[config.mk]
export PLATFORM = sky130hd
export DESIGN_NAME = adsr_envelope
export DESIGN_NICKNAME = d
export VERILOG_FILES = /design/src/rtl/adsr_pkg.sv /design/src/rtl/tick_prescaler.sv /design/src/rtl/adsr_envelope.sv
export SDC_FILE = /design/constraint.sdc
export NUM_CORES = 1
export LEC_CHECK = 0
export ABC_AREA = 1
export CORE_UTILIZATION = 59
export CTS_CLUSTER_DIAMETER = 50
export DETAILED_ROUTE_END_ITERATION = 16
export GPL_TIMING_DRIVEN = 1
export PLACE_DENSITY = 0.87
export SYNTH_ARGS = -nofsm -noshare
export SYNTH_HDL_FRONTEND = slang
export SYNTH_HIERARCHICAL = 1
export SYNTH_SLANG_ARGS = --single-unit
[constraint.sdc]
create_clock -name clk -period 4.2 [get_ports clk]
set_input_delay 0.84 -clock clk [delete_from_list [all_inputs] [get_ports clk]]
set_output_delay 0.84 -clock clk [all_outputs]
set_load 0.005 [all_outputs]
[src/rtl/adsr_pkg.sv]
// Shared constants and phase encoding for the ADSR envelope generator.
package adsr_pkg;

  localparam int unsigned AMP_W   = 6;
  localparam int unsigned RATE_W  = 8;
  localparam int unsigned PHASE_W = 3;
  localparam logic [AMP_W-1:0] AMP_MAX = 6'd63;

  typedef enum logic [PHASE_W-1:0] {
    PH_IDLE    = 3'd0,
    PH_ATTACK  = 3'd1,
    PH_DECAY   = 3'd2,
    PH_SUSTAIN = 3'd3,
    PH_RELEASE = 3'd4
  } phase_e;

endpackage

[src/rtl/tick_prescaler.sv]
// Free-running divider producing a one-clk tick every TICK_DIV clocks.
module tick_prescaler #(
  parameter int unsigned TICK_DIV = 10
) (
  input  logic clk,
  input  logic reset,
  output logic tick
);

  localparam int unsigned CNT_W = (TICK_DIV > 2) ? $clog2(TICK_DIV) : 1;

  logic [CNT_W-1:0] r_count;
  logic             r_tick;

  // tick is registered one count early so it is high exactly while count==TICK_DIV-1
  always_ff @(posedge clk or posedge reset) begin
    if (reset) begin
      r_count <= '0;
      r_tick  <= 1'b0;
    end else begin
      if (r_count == CNT_W'(TICK_DIV - 1))
        r_count <= '0;
      else
        r_count <= r_count + CNT_W'(1);
      r_tick <= (r_count == CNT_W'(TICK_DIV - 2));
    end
  end

  assign tick = r_tick;

endmodule

[src/rtl/adsr_envelope.sv]
// ADSR envelope: key gate + rate/level knobs -> 6-bit amplitude for the oscillator bank.
// Optional ADSR_EXP_RELEASE_EN: release steps subtract (amp>>3)+1 for an exponential-like tail.
module adsr_envelope
  import adsr_pkg::*;
#(
  parameter int unsigned CLOCK_FREQUENCY = 50000000,
  parameter int unsigned TICK_HZ         = 1000
) (
  input  logic              clk,
  input  logic              reset,
  input  logic              gate,
  input  logic [RATE_W-1:0] attack_rate,
  input  logic [RATE_W-1:0] decay_rate,
  input  logic [AMP_W-1:0]  sustain_level,
  input  logic [RATE_W-1:0] release_rate,
  output logic [AMP_W-1:0]  amplitude,
  output logic [PHASE_W-1:0] phase,
  output logic              busy
);

  localparam int unsigned TICK_DIV = CLOCK_FREQUENCY / TICK_HZ;

  phase_e              r_phase, w_phase_nxt;
  logic [AMP_W-1:0]    r_amp, w_amp_nxt;
  logic [RATE_W-1:0]   r_step_cnt, w_step_cnt_nxt;
  logic                r_busy;
  logic                w_tick;
  logic                w_step;
  logic                w_counting;
  logic [RATE_W-1:0]   w_rate;
  logic [AMP_W-1:0]    w_rel_amp;

  tick_prescaler #(
    .TICK_DIV (TICK_DIV)
  ) u_prescaler (
    .clk   (clk),
    .reset (reset),
    .tick  (w_tick)
  );

  // Rate for the active phase, sampled live
  always_comb begin
    w_rate     = '0;
    w_counting = 1'b0;
    case (r_phase)
      PH_ATTACK:  begin w_rate = attack_rate;  w_counting = 1'b1; end
      PH_DECAY:   begin w_rate = decay_rate;   w_counting = 1'b1; end
      PH_RELEASE: begin w_rate = release_rate; w_counting = 1'b1; end
      default:    begin w_rate = '0;           w_counting = 1'b0; end
    endcase
  end

  // >= so that lowering a rate below the current count fires on the next tick
  assign w_step = w_tick && w_counting && (r_step_cnt >= w_rate);

`ifdef ADSR_EXP_RELEASE_EN
  logic [AMP_W-1:0] w_rel_dec;
  assign w_rel_dec = AMP_W'(r_amp >> 3) + AMP_W'(1);
  assign w_rel_amp = (r_amp > w_rel_dec) ? (r_amp - w_rel_dec) : '0;
`else
  assign w_rel_amp = (r_amp != '0) ? (r_amp - AMP_W'(1)) : '0;
`endif

  // Next-state / next-amplitude; gate changes pre-empt level transitions and steps
  always_comb begin
    w_phase_nxt    = r_phase;
    w_amp_nxt      = r_amp;
    w_step_cnt_nxt = r_step_cnt;

    if (w_tick && w_counting)
      w_step_cnt_nxt = w_step ? '0 : (r_step_cnt + RATE_W'(1));

    case (r_phase)
      PH_IDLE: begin
        w_amp_nxt = '0;
        if (gate)
          w_phase_nxt = PH_ATTACK;
      end
      PH_ATTACK: begin
        if (!gate)
          w_phase_nxt = PH_RELEASE;
        else if (r_amp == AMP_MAX)
          w_phase_nxt = PH_DECAY;
        else if (w_step)
          w_amp_nxt = r_amp + AMP_W'(1);
      end
      PH_DECAY: begin
        if (!gate)
          w_phase_nxt = PH_RELEASE;
        else if (r_amp <= sustain_level)
          w_phase_nxt = PH_SUSTAIN;
        else if (w_step)
          w_amp_nxt = r_amp - AMP_W'(1);
      end
      PH_SUSTAIN: begin
        if (!gate)
          w_phase_nxt = PH_RELEASE;
        else
          w_amp_nxt = sustain_level;
      end
      PH_RELEASE: begin
        if (gate)
          w_phase_nxt = PH_ATTACK;
        else if (r_amp == '0)
          w_phase_nxt = PH_IDLE;
        else if (w_step)
          w_amp_nxt = w_rel_amp;
      end
      default: begin
        w_phase_nxt = PH_IDLE;
        w_amp_nxt   = '0;
      end
    endcase

    if (w_phase_nxt != r_phase)
      w_step_cnt_nxt = '0;
  end

  always_ff @(posedge clk or posedge reset) begin
    if (reset) begin
      r_phase    <= PH_IDLE;
      r_amp      <= '0;
      r_step_cnt <= '0;
      r_busy     <= 1'b0;
    end else begin
      r_phase    <= w_phase_nxt;
      r_amp      <= w_amp_nxt;
      r_step_cnt <= w_step_cnt_nxt;
      r_busy     <= (w_phase_nxt != PH_IDLE);
    end
  end

  assign amplitude = r_amp;
  assign phase     = r_phase;
  assign busy      = r_busy;

endmodule

-- After elaboration in Yosys (flattened, before gate mapping)
Index checks and enable logic that the tools add are counted.
Widths: inputs -> output; s select.
- register bits: 35
- logic and storage cells: 66
- add/subtract/negate cells: 4
- $lt $le $gt $ge: 2
- eq/ne operators: 18
- mux-type cells: 27
- reductions and logical operators: 9
- operators by type and width (cell ; count):
    $mux 6 ; 11
    $eq 16x16->1 const B ; 2
    $mux 3 ; 8
    $mux 8 ; 3
    $pmux 6 s4 ; 1
    $pmux 8 s3 ; 1
    $ne 2x2->1 const B ; 10
    $add 16x1->16 const B ; 1
    $mux 16 ; 1
    $pmux 3 s5 ; 1
    $reduce_and 10->1 ; 1
    $add 8x1->8 const B ; 1
    $ge 8x8->1 ; 1
    $add 6x1->6 const B ; 1
    $eq 3x2->1 const B ; 2
    $eq 6x6->1 const B ; 1
    $le 6x6->1 ; 1
    $logic_not 6->1 ; 1
    $reduce_bool 6->1 ; 1
    $sub 6x1->6 const B ; 1
    $eq 3x1->1 const B ; 1
    $eq 3x3->1 const B ; 1
    $logic_not 3->1 ; 1
    $ne 3x3->1 ; 1
    other kinds (5) ; 6

-- Longest topological paths before layout
- depth after elaboration: 9
- depth in mapped cells: 18
- mapped depth without buffers: 17

-- Modules after synthesis
The synthesis kept the hierarchy.
- modules (own cells, without submodules) (module ; instances ; cells an instance ; area each (um2)):
    adsr_envelope ; 1 ; 243 ; 1804.2
    tick_prescaler ; 1 ; 121 ; 924.6

-- Least setup slack after synthesis
Ideal clock, no wire load.
- path type: flip-flop to flip-flop
- from: register r_phase[2], in the netlist phase[2]
- to: register r_amp[2], in the netlist amplitude[2]
- arrival: 2.276 ns
- data required time: 4.074 ns
- path slack: 1.798 ns
- stages on the path, launching flop included: 16
- period minus slack after synthesis: 2.402 ns
- path through: dfrtp_1 nor3_2 buf_4 a22o_1 a21oi_1 ha_1 nand2_1 nor2_1 nand4_1 nand3_1 nand2_1 nand2_1 nand2_2 buf_6 nand2_2 o21ai_2
- word-level cells in the longest chain between the ends: 7
- RTL lines (what ; RTL line ; source):
    start: declaration ; adsr_envelope.sv:23 ; phase_e r_phase, w_phase_nxt;
    start signal: assignment ; adsr_envelope.sv:126 ; r_phase <= w_phase_nxt;
    parallel branches: the longest is 7 deep, another holds $ge 8x8->1 ; - ;
    end signal: assignment ; adsr_envelope.sv:127 ; r_amp <= w_amp_nxt;
    end: declaration ; adsr_envelope.sv:24 ; logic [AMP_W-1:0] r_amp, w_amp_nxt;
Parallel ways; which one is timed is not known.
A chain may end at the register's enable or synchronous reset.

-- Final worst setup path
- from: register r_phase[2], in the netlist phase[2]
- to: register r_amp[0], in the netlist amplitude[0]
Same word-level chain as after synthesis.

==> impl_metrics.py <==
metrics = {
    "synthesis": {
        "syn_inst": 364,
        "synthesis.area_sq_um": 2730,
        "avgSynthCellArea_sq_um": 7.50,
        "synth_nets": 417,
        "ys_seq_elements": 35,
        "yosysWarningCount": 6,
        "synth_cell_type_count": 35,
        "yosysSeqAreaShare_pct": 32.1,
    },
    "timing": {
        "finalHoldViolations": 0,
        "fin_hold_ws_ns": 0.488,
        "fmax_mhz": 322,
        "fin_crit_ns": 3.10,
        "finalSetupViolCount": 0,
        "fin_crit_sh_pct": 73.9,
        "grt_setup_unrepaired": "no",
        "finalSetupTns_ns": 0,
        "fin_skew_ns": 0.00870,
        "slew_violations": 0,
        "relSlewSlack_pct": 39.9,
        "worst_pin_slew_ns": 0.897,
    },
    "die": {
        "coreArea_sq_um": 4410,
        "start_util_pct": 61.8,
        "die-area_sq_um": 4900,
        "fp.dieW_um": 70.0,
        "fp.dieH_um": 70.0,
        "io_pins": 43,
        "row_count": 24,
    },
    "drt": {
        "drt-wirelength-per-cell_um": 12.3,
        "drc": 0,
        "vias": 2442,
        "first_pass_iters": 4,
        "antenna_left": 0,
        "routed_via_density": 5.29,
        "totalWireLength_um": 5680,
        "first_iter_violations": 119,
    },
    "setup_path": {
        "cp_data_arrival_time_ns": 3.28,
        "critPathBufInv": 0,
        "crit_fanout": 14,
        "critPathKind": "flop to flop",
        "startpoint_type": "flop",
        "max_stage_delay_ns": 0.76,
        "crit_slowest_cell": "nor3_2",
        "endpoint_kind": "flop",
        "path_delay_family": "simple AND/OR/NAND/NOR gates",
        "cpMostUsedCell": "nand2_1",
        "required_ns": 4.38,
        "crit_chain": "nor3_2 > a22o_1 > a21oi_1 > ha_1 > nand2_1 > nor2_1 > nand4_1 > nand3_1 > nand2_1 > nand2_1 > nand2_2 > nand2_1 > o21ai_2",
    },
    "job": {
        "maxCapViolCount": 0,
    },
    "layout": {
        "syn2layout_area_growth_pct": 20.7,
        "stdcell_area_sq_um": 3290,
        "antenna_cells": 0,
        "final_nets": 462,
        "fillerInstances": 349,
        "multi_input_area_sq_um": 1590,
        "seq_area_sq_um": 876,
        "drive_gt1_share_pct": 13.4,
    },
    "cts": {
        "clock_latency_ns": 0.29,
        "cts_setup_buffers": 0,
        "root_buffer": "clkbuf_8",
        "h-tree-depth": 2,
        "ctsHoldBuffers": 0,
        "cts_tree": "yes",
        "cts_buffers": 5,
        "ctsResizeCount": 0,
        "clockBufferDepth": 2,
        "cts_num_sinks": 35,
        "clk_pin_slew_worst_paths_ns": 0.07,
    },
    "power": {
        "powerDensity_nw_per_um2": 422,
        "power_mw": 1.39,
        "leakage_nw": 1.68,
        "peakVddDrop_v": 0.000282,
    },
    "grt": {
        "antenna_found_initial": 0,
        "grt_pass1_wl_um": 10200,
        "overflow": 0,
        "grt_start_max_net_pins": 19,
        "grt.total_usage_pct": 25.9,
        "grt_pass1_vias": 2406,
    },
    "place": {
        "io_buffers": 42,
        "place_congestion": 0.897,
        "post_dp_cell_area_sq_um": 3180,
        "dp_hpwl_um": 4500,
    },
    "worst_hold_path": {
        "hold_class": "flop to flop",
    },
    "run_status": {
        "status": "completed",
    },
}
sequential cells by signal (all words and copies together), names as in the netlist:
signal	flops
amplitude	6
busy	1
phase	3
r_step_cnt	8
u_prescaler/r_count	16
u_prescaler/tick	1
kinds of logic after synthesis:
group                    after synthesis  synth area share [%]
AO/OA/AOI/OAI                         54                  12.5
XOR/XNOR                              20                  6.42
adder cells (fa/ha/maj)               20                  9.17
buffers and inverters                 63                  9.63
flip-flops                            35                  32.1
AND/OR/NAND/NOR                      172                  30.2
layer usage:
layer	global-route usage, %	part of all wire, %
met1	32.9	47
met2	43.3	47
met3	5.48	4.4
met4	9.56	1.0
met5	0	0
cells in the mapped netlist:
| cell | count | area, sq um |
|---|---|---|
| nand2_1 | 68 | 255 |
| inv_1 | 51 | 191 |
| dfrtp_1 | 35 | 876 |
| nor2_1 | 31 | 116 |
| a21oi_1 | 26 | 130 |
| nand3_1 | 24 | 120 |
| ha_1 | 20 | 250 |
| xor2_1 | 19 | 166 |
| nor2_2 | 15 | 93.8 |
| nand2_2 | 9 | 56.3 |
| nor3_1 | 8 | 40.0 |
| o21ai_2 | 8 | 70.1 |
| a22o_1 | 7 | 61.3 |
| inv_2 | 6 | 22.5 |
| o21ai_0 | 5 | 25.0 |
| nand2_4 | 4 | 45.0 |
| nand4_1 | 4 | 25.0 |
| a22oi_1 | 3 | 22.5 |
| and3_1 | 2 | 12.5 |
| buf_4 | 2 | 15.0 |
| buf_6 | 2 | 22.5 |
| o22ai_1 | 2 | 12.5 |
| a211oi_1 | 1 | 7.51 |
| clkinv_2 | 1 | 5.00 |
| inv_4 | 1 | 6.26 |
| nand3_2 | 1 | 10.0 |
| nand3b_1 | 1 | 7.51 |
| nor2_4 | 1 | 11.3 |
| nor2b_1 | 1 | 6.26 |
| nor3_2 | 1 | 10.0 |
| nor3b_1 | 1 | 7.51 |
| nor4_1 | 1 | 6.26 |
| o21a_1 | 1 | 7.51 |
| o21ai_1 | 1 | 5.00 |
| xnor2_1 | 1 | 8.76 |
report_power, final:
group | internal (mW) | total, mW | switching, mW
sequential | 0.369 | 0.441 | 0.0718
combinational | 0.271 | 0.638 | 0.366
clock | 0.192 | 0.312 | 0.120
cell usage in the layout, fill, tap and decap left out, types with 3 or more instances in the layout:
cell type,n
a21oi_1,26
a22o_1,7
a22oi_1,3
clkbuf_8,6
clkdlybuf4s50_1,42
dfrtp_1,35
ha_1,20
inv_1,51
inv_2,6
nand2_1,68
nand2_2,9
nand2_4,4
nand3_1,24
nand4_1,4
nor2_1,31
nor2_2,15
nor3_1,8
o21ai_0,5
o21ai_2,8
xor2_1,19
cell type report:
type,count,share of cell area [%]
Sequential cell,35,26.6
Inverter,59,6.84
Multi-Input combinational cell,266,48.3
Tap cell,52,1.97
Timing Repair Buffer,42,12.8
Clock inverter,2,1.06
Clock buffer,6,2.51
stage by stage:
stage | setup WS (ns) | util, % | cells
after CTS | 1.11 | 74.6 | 462
final | 1.10 | 74.6 | 462
after global routing | 0.844 | 74.6 | 462
after global placement | 1.18 | 72.0 | 454
after detailed placement | 1.07 | 72.0 | 454
after floorplan | 1.80 | - | 364
final timing paths:
path / startpoint / endpoint / slack [ns] / cells past startpoint
max: phase[2] / amplitude[0] / 1.10 / 13
min: u_prescaler/r_count[0] / u_prescaler/r_count[0] / 0.49 / 1
max reg2reg: phase[2] / amplitude[0] / 1.10 / 13
min reg2reg: u_prescaler/r_count[0] / u_prescaler/r_count[0] / 0.49 / 1
max in group asynchronous: reset / amplitude[5] / 2.80 / 2
min in group asynchronous: reset / u_prescaler/r_count[4] / 0.95 / 2
No activity file was read; power rests on OpenSTA's default activity.
